==> src/rtl/rv32_pkg.sv <==
// Shared RV32I definitions: instruction formats, major opcodes and the
// bit positions of the fixed instruction fields (shared with the decoder).
package rv32_pkg;

   typedef enum logic [2:0] {
      FMT_R = 3'd0,
      FMT_I = 3'd1,
      FMT_S = 3'd2,
      FMT_B = 3'd3,
      FMT_U = 3'd4,
      FMT_J = 3'd5
   } fmt_e;

   localparam logic [6:0] OP_LUI    = 7'h37;
   localparam logic [6:0] OP_JAL    = 7'h6F;
   localparam logic [6:0] OP_BRANCH = 7'h63;
   localparam logic [6:0] OP_LOAD   = 7'h03;
   localparam logic [6:0] OP_STORE  = 7'h23;
   localparam logic [6:0] OP_IMM    = 7'h13;
   localparam logic [6:0] OP_REG    = 7'h33;

   localparam int unsigned OPCODE_LSB = 0;
   localparam int unsigned RD_LSB     = 7;
   localparam int unsigned FUNCT3_LSB = 12;
   localparam int unsigned RS1_LSB    = 15;
   localparam int unsigned RS2_LSB    = 20;
   localparam int unsigned FUNCT7_LSB = 25;

   function automatic logic fmt_is_valid(input logic [2:0] fmt_v);
      return (fmt_v <= FMT_J);
   endfunction

endpackage

==> src/rtl/rv32_instr_fifo.sv <==
// Synchronous FIFO with combinational head read; push when full and pop
// when empty are ignored. DEPTH must be a power of two.
module rv32_instr_fifo #(
   parameter int WIDTH = 32,
   parameter int DEPTH = 32,
   parameter int AW    = $clog2(DEPTH)
) (
   input  logic             clk,
   input  logic             rst,
   input  logic             push_i,
   input  logic             pop_i,
   input  logic [WIDTH-1:0] wdata_i,
   output logic [WIDTH-1:0] rdata_o,
   output logic             full_o,
   output logic             empty_o,
   output logic [AW:0]      count_o
);

   logic [WIDTH-1:0] mem_q [DEPTH];
   logic [AW-1:0]    wr_ptr_q, wr_ptr_d;
   logic [AW-1:0]    rd_ptr_q, rd_ptr_d;
   logic [AW:0]      count_q, count_d;
   logic             do_push_s;
   logic             do_pop_s;

   assign full_o    = (count_q == (AW+1)'(DEPTH));
   assign empty_o   = (count_q == '0);
   assign do_push_s = push_i && !full_o;
   assign do_pop_s  = pop_i && !empty_o;
   assign rdata_o   = mem_q[rd_ptr_q];
   assign count_o   = count_q;

   // Pointers wrap naturally because DEPTH is a power of two.
   always_comb begin
      wr_ptr_d = wr_ptr_q;
      rd_ptr_d = rd_ptr_q;
      count_d  = count_q;
      if (do_push_s) begin
         wr_ptr_d = wr_ptr_q + AW'(1);
      end else begin
         wr_ptr_d = wr_ptr_q;
      end
      if (do_pop_s) begin
         rd_ptr_d = rd_ptr_q + AW'(1);
      end else begin
         rd_ptr_d = rd_ptr_q;
      end
      case ({do_push_s, do_pop_s})
         2'b10:   count_d = count_q + (AW+1)'(1);
         2'b01:   count_d = count_q - (AW+1)'(1);
         default: count_d = count_q;
      endcase
   end

   always_ff @(posedge clk) begin
      if (rst) begin
         wr_ptr_q <= '0;
         rd_ptr_q <= '0;
         count_q  <= '0;
      end else begin
         wr_ptr_q <= wr_ptr_d;
         rd_ptr_q <= rd_ptr_d;
         count_q  <= count_d;
      end
   end

   always_ff @(posedge clk) begin
      if (do_push_s && !rst) begin
         mem_q[wr_ptr_q] <= wdata_i;
      end
   end

endmodule

==> src/rtl/rv32_instr_encoder.sv <==
// Packs RV32I field sets into instruction words, holds one encoded word in
// an encode register, then queues it in the instruction FIFO.
module rv32_instr_encoder
   import rv32_pkg::*;
#(
   parameter int WIDTH = 32,
   parameter int DEPTH = 32,
   parameter int AW    = $clog2(DEPTH)
) (
   input  logic             clk,
   input  logic             rst,
   input  logic             in_valid,
   output logic             in_ready,
   input  logic [2:0]       fmt,
   input  logic [6:0]       opcode,
   input  logic [4:0]       rd,
   input  logic [2:0]       funct3,
   input  logic [4:0]       rs1,
   input  logic [4:0]       rs2,
   input  logic [6:0]       funct7,
   input  logic [WIDTH-1:0] imm,
   output logic             out_valid,
   input  logic             out_ready,
   output logic [WIDTH-1:0] out_instr,
   output logic [AW:0]      count,
   output logic             fmt_err
);

   logic [WIDTH-1:0] enc_word_q, enc_word_d;
   logic             enc_valid_q, enc_valid_d;
   logic             fmt_err_q, fmt_err_d;
   logic             full_s;
   logic             empty_s;
   logic             accept_s;
   logic             push_s;
   logic             pop_s;
   logic             fmt_ok_s;

   function automatic logic [31:0] pack_instr(
      input logic [2:0]  fmt_v,
      input logic [6:0]  opcode_v,
      input logic [4:0]  rd_v,
      input logic [2:0]  funct3_v,
      input logic [4:0]  rs1_v,
      input logic [4:0]  rs2_v,
      input logic [6:0]  funct7_v,
      input logic [31:0] imm_v
   );
      logic [31:0] w;
      w = 32'h0000_0000;
      w[OPCODE_LSB +: 7] = opcode_v;
      case (fmt_v)
         FMT_R: begin
            w[RD_LSB +: 5]     = rd_v;
            w[FUNCT3_LSB +: 3] = funct3_v;
            w[RS1_LSB +: 5]    = rs1_v;
            w[RS2_LSB +: 5]    = rs2_v;
            w[FUNCT7_LSB +: 7] = funct7_v;
         end
         FMT_I: begin
            w[RD_LSB +: 5]     = rd_v;
            w[FUNCT3_LSB +: 3] = funct3_v;
            w[RS1_LSB +: 5]    = rs1_v;
            w[31:20]           = imm_v[11:0];
         end
         FMT_S: begin
            w[11:7]            = imm_v[4:0];
            w[FUNCT3_LSB +: 3] = funct3_v;
            w[RS1_LSB +: 5]    = rs1_v;
            w[RS2_LSB +: 5]    = rs2_v;
            w[31:25]           = imm_v[11:5];
         end
         FMT_B: begin
            // Branch offsets are halfword aligned, so imm[0] is dropped.
            w[7]               = imm_v[11];
            w[11:8]            = imm_v[4:1];
            w[FUNCT3_LSB +: 3] = funct3_v;
            w[RS1_LSB +: 5]    = rs1_v;
            w[RS2_LSB +: 5]    = rs2_v;
            w[30:25]           = imm_v[10:5];
            w[31]              = imm_v[12];
         end
         FMT_U: begin
            w[RD_LSB +: 5]     = rd_v;
            w[31:12]           = imm_v[31:12];
         end
         FMT_J: begin
            w[RD_LSB +: 5]     = rd_v;
            w[19:12]           = imm_v[19:12];
            w[20]              = imm_v[11];
            w[30:21]           = imm_v[10:1];
            w[31]              = imm_v[20];
         end
         default: begin
            w = 32'h0000_0000;
         end
      endcase
      return w;
   endfunction

   assign fmt_ok_s  = fmt_is_valid(fmt);
   assign in_ready  = !enc_valid_q || !full_s;
   assign accept_s  = in_valid && in_ready;
   assign push_s    = enc_valid_q && !full_s;
   assign pop_s     = out_valid && out_ready;
   assign out_valid = !empty_s;
   assign fmt_err   = fmt_err_q;

   // An invalid format completes the handshake but never occupies the encode register.
   always_comb begin
      enc_word_d  = enc_word_q;
      enc_valid_d = enc_valid_q;
      fmt_err_d   = 1'b0;
      if (accept_s && fmt_ok_s) begin
         enc_word_d  = pack_instr(fmt, opcode, rd, funct3, rs1, rs2, funct7, imm);
         enc_valid_d = 1'b1;
      end else if (push_s) begin
         enc_valid_d = 1'b0;
      end else begin
         enc_valid_d = enc_valid_q;
      end
      fmt_err_d = accept_s && !fmt_ok_s;
   end

   always_ff @(posedge clk) begin
      if (rst) begin
         enc_word_q  <= '0;
         enc_valid_q <= 1'b0;
         fmt_err_q   <= 1'b0;
      end else begin
         enc_word_q  <= enc_word_d;
         enc_valid_q <= enc_valid_d;
         fmt_err_q   <= fmt_err_d;
      end
   end

   rv32_instr_fifo #(
      .WIDTH (WIDTH),
      .DEPTH (DEPTH),
      .AW    (AW)
   ) u_fifo (
      .clk     (clk),
      .rst     (rst),
      .push_i  (push_s),
      .pop_i   (pop_s),
      .wdata_i (enc_word_q),
      .rdata_o (out_instr),
      .full_o  (full_s),
      .empty_o (empty_s),
      .count_o (count)
   );

endmodule

==> config.mk <==
export PLATFORM = sky130hd
export DESIGN_NAME = rv32_instr_encoder
export DESIGN_NICKNAME = d
export VERILOG_FILES = /design/src/rtl/rv32_pkg.sv /design/src/rtl/rv32_instr_fifo.sv /design/src/rtl/rv32_instr_encoder.sv
export SDC_FILE = /design/constraint.sdc
export NUM_CORES = 1
export LEC_CHECK = 0
export ABC_AREA = 0
export BUFFER_PORTS_ARGS = -buffer_cell sky130_fd_sc_hd__buf_2
export CAP_MARGIN = 5
export CORE_MARGIN = 1.5
export CORE_UTILIZATION = 40
export CTS_CLUSTER_SIZE = 24
export DETAILED_ROUTE_END_ITERATION = 8
export PLACE_DENSITY_LB_ADDON = 0.05
export SLEW_MARGIN = 20
export SYNTH_ARGS = -nofsm -noshare
export SYNTH_HDL_FRONTEND = slang
export SYNTH_SLANG_ARGS = --single-unit
export TNS_END_PERCENT = 1
==> constraint.sdc <==
create_clock -name clk -period 12 [get_ports clk]
set_input_delay 1.2 -clock clk [delete_from_list [all_inputs] [get_ports clk]]
set_output_delay 1.2 -clock clk [all_outputs]
set_load 0.02 [all_outputs]
==> impl_results.md <==
- Status: completed
- Fin. max-slew vios: 0
- Gr usage total: 21.79%
- Type of the worst setup path: flip-flop to output port
- CP Launch Type: flip-flop
- Slowest cell on crit path: buf_4
- Cells after DPL: 3672
- Syn nets: 2348
- Clock Pin Slew Worst Setup and Hold Paths: 0.06 ns
- RSZ-0062 raised after global routing: no
- Top-count cell post-synth: edfxtp_1
- Filler cells: 8964
- DIE AREA: 107300 um2
- Clock buffer depth: 3
- Highest Signal Layer: met5
- Max VDD drop: 0.1219 mV
- Final std cells w/o fill: 3882
- Remaining global-route overflow: 0
- Port bufs: 111
- Met3 wire length: 7006 um
- Fin crit period: 5.692 ns
- Area leader, netlist: edfxtp_1
- Largest net degree at the start of global routing: 140
- Synth Register Bits: 1079
- Worst Max-Slew Pin Slew: 1.101 ns
- Hold wc startpoint: enc_word_q[19]
- WL met1: 53650 um
- Worst hold path class: flip-flop to flip-flop
- Final setup vio count: 0
- Ys async rst share: 0%
- Starting Density: 40.53%
- Skew final: 0.01680 ns
- I/O Pins: 112
- Commonest cells in the netlist: edfxtp_1, mux2_2, mux4_2, clkbuf_1, nor2_1
- Hold_buf cts: 0
- Clk_lat worst skew: 0.69 ns
- Ys Warns: 0
- R2R cell count: 5
- R2r setup slk: 8.28 ns
- Maxcap violations: 0
- Slew headroom: 26.57%
- Synth Cell Area: 42120 um2
- Worst-path fanout max: 78
- Critical-path cell list: buf_4 > buf_4 > mux2_2 > o22ai_1 > nor3_1 > or4_1 > buf_2
- Hold Path Sink: enc_word_q[19]
- Critical path endpoint category: output port
- Detailed placement HPWL: 58600 um
- Hold path depth: 2
- CTS root buf: clkbuf_16
- Met2 wire length: 54620 um
- FP Rows: 118
- Syn Area/Cell: 18.57 um2
- FF-to-FF End: u_fifo.mem_q[1][20]
- EDFF count, synth: 1024
- First-pass GRT wire length: 164500 um
- Core area: 103900 um2
- Top-area cell type share of the netlist area: 73.00%
- Max stage delay on crit path: 0.90 ns
- Wire per inst: 30.22 um
- DR vias: 22.28k
- Area growth from synthesis to final layout: 14.02%
- Postcts setup bufs: 0
- Critical path's most frequent cell: buf_4
- # resized after CTS: 0
- Share of cells above drive strength 1: 28.67%
- DRC: 0
- Vias in the first global route: 22.31k
- Power Total: 0.008795 W
- Final nets: 2488
- Cts bufs inserted: 114
- # H-tree levels: 3
- Die Width: 327.5 um
- Initial DRC count: 2105
- WL final: 117300 um
- LEAKAGE: 15.17 nW
- Final GP Congestion: 0.7360
- Sequential fraction of the synthesis area: 75.61%
- PwrDens: 183.1 nW/um2
- Cells after synthesis: 2269
- DRT Pass-1 Iters: 5
- Die Y: 327.5 um
- Initial antenna violation count: 3
- Largest cells by area after synthesis: edfxtp_1, mux4_2, mux2_2
- Worst path required time: 10.80 ns
- Final setup TNS: 0 ns
- Fin. Hold Viols: 0
- Antenna viol nets, final: 0
- Vias per cell: 5.739
- Reg2reg start: u_fifo.count_o[0]
- Post-synth top flop: edfxtp_1
- Fin crit share: 47.44%
- Delay-heaviest family, CP: buffers and inverters
- CTS Sinks: 1079
- Peak Freq: 0.1757 GHz
- Post-synth cell types: 50
- Arrival time at the worst endpoint: 4.49 ns
- CTS tree: done
- Buf/Inv on CP: 3
## how the worst max path moves through the flow
stage | cells after the start | end | start | slack [ns]
final | 7 | out_instr[6] | flip-flop | 6.31
after global routing | 7 | out_instr[6] | flip-flop | 6.13
after CTS | 7 | out_instr[15] | flip-flop | 6.12
after detailed placement | 7 | out_instr[15] | flip-flop | 6.86
after global placement | 7 | out_instr[15] | flip-flop | 6.85
after floorplan | 3 | u_fifo.mem_q[31][0] | rst | 7.53
## layer usage
layer	up-vias	global-route usage [%]
met5	-	0
met4	2	5.072
met3	134	3.385
met2	697	34.18
met1	11934	32.03
li1	9512	-
## logic make-up after synthesis
group                    Yosys count  synth area share (%)
flip-flops                      1079                 75.61
AO/OA/AOI/OAI                    335                 5.477
AND/OR/NAND/NOR                  337                 4.256
XOR/XNOR                          11                0.2287
adder cells (fa/ha/maj)            8                0.2376
multiplexers                     346                 12.61
buffers and inverters            153                 1.577
## sequential cells by signal, indices dropped and copies added (netlist names), named ones only
signal and count:
u_fifo.mem_q 1024, u_fifo.wr_ptr_q 5, u_fifo.rd_ptr_q 5, u_fifo.count_o 6, fmt_err 1, enc_valid_q 1, enc_word_q 32
## through the flow
| stage | worst slack, ns | util [%] | instance area [um2] | hold slack (ns) |
|---|---|---|---|---|
| after global routing | 6.129 | 46.21 | 48030 | 0.5582 |
| final | 6.308 | 46.21 | 48030 | 0.5142 |
| after detailed placement | 6.861 | 42.84 | 44530 | 0.5006 |
| after floorplan | 7.532 | - | 42120 | 0.4902 |
| after global placement | 6.849 | 42.84 | 44530 | 0.4955 |
| after CTS | 6.120 | 46.14 | 47960 | 0.5086 |
## area by class of cell
type | count | area (um2) | share of cell area, %
Sequential cell | 1079 | 31890 | 66.40
Multi-Input combinational cell | 1037 | 9922 | 20.66
Clock buffer | 152 | 3089 | 6.432
Tap cell | 1380 | 1727 | 3.595
Timing Repair Buffer | 167 | 1016 | 2.115
Clock inverter | 56 | 342.8 | 0.7138
Inverter | 10 | 37.54 | 0.07815
Antenna cell | 1 | 2.502 | 0.005210
## where the power goes
group | total (W) | leakage, nW | switching, W | internal, W
Combinational | 0.00123 | 3.64 | 0.000703 | 0.000531
Clock | 0.00325 | 1.67 | 0.00141 | 0.00184
Sequential | 0.00431 | 9.85 | 0.000130 | 0.00418
## layout by cell type, fill, tap and decap left out, drive strengths merged, types with 70 or more instances in the layout
cell type	count
mux2	198
o21ai	73
nor2	87
a211oi	79
edfxtp	1024
buf	167
mux4	128
nor3	70
nor2b	85
clkbuf	152
## worst register-to-register path: stages (launching register included)
cell and delay [ns]:
dfxtp_1 0.54, nor2_1 0.29, a311oi_1 0.49, nand2_1 0.58, nor2_4 0.86, buf_4 0.56
Note: power is estimated with default switching activity, not from simulation.
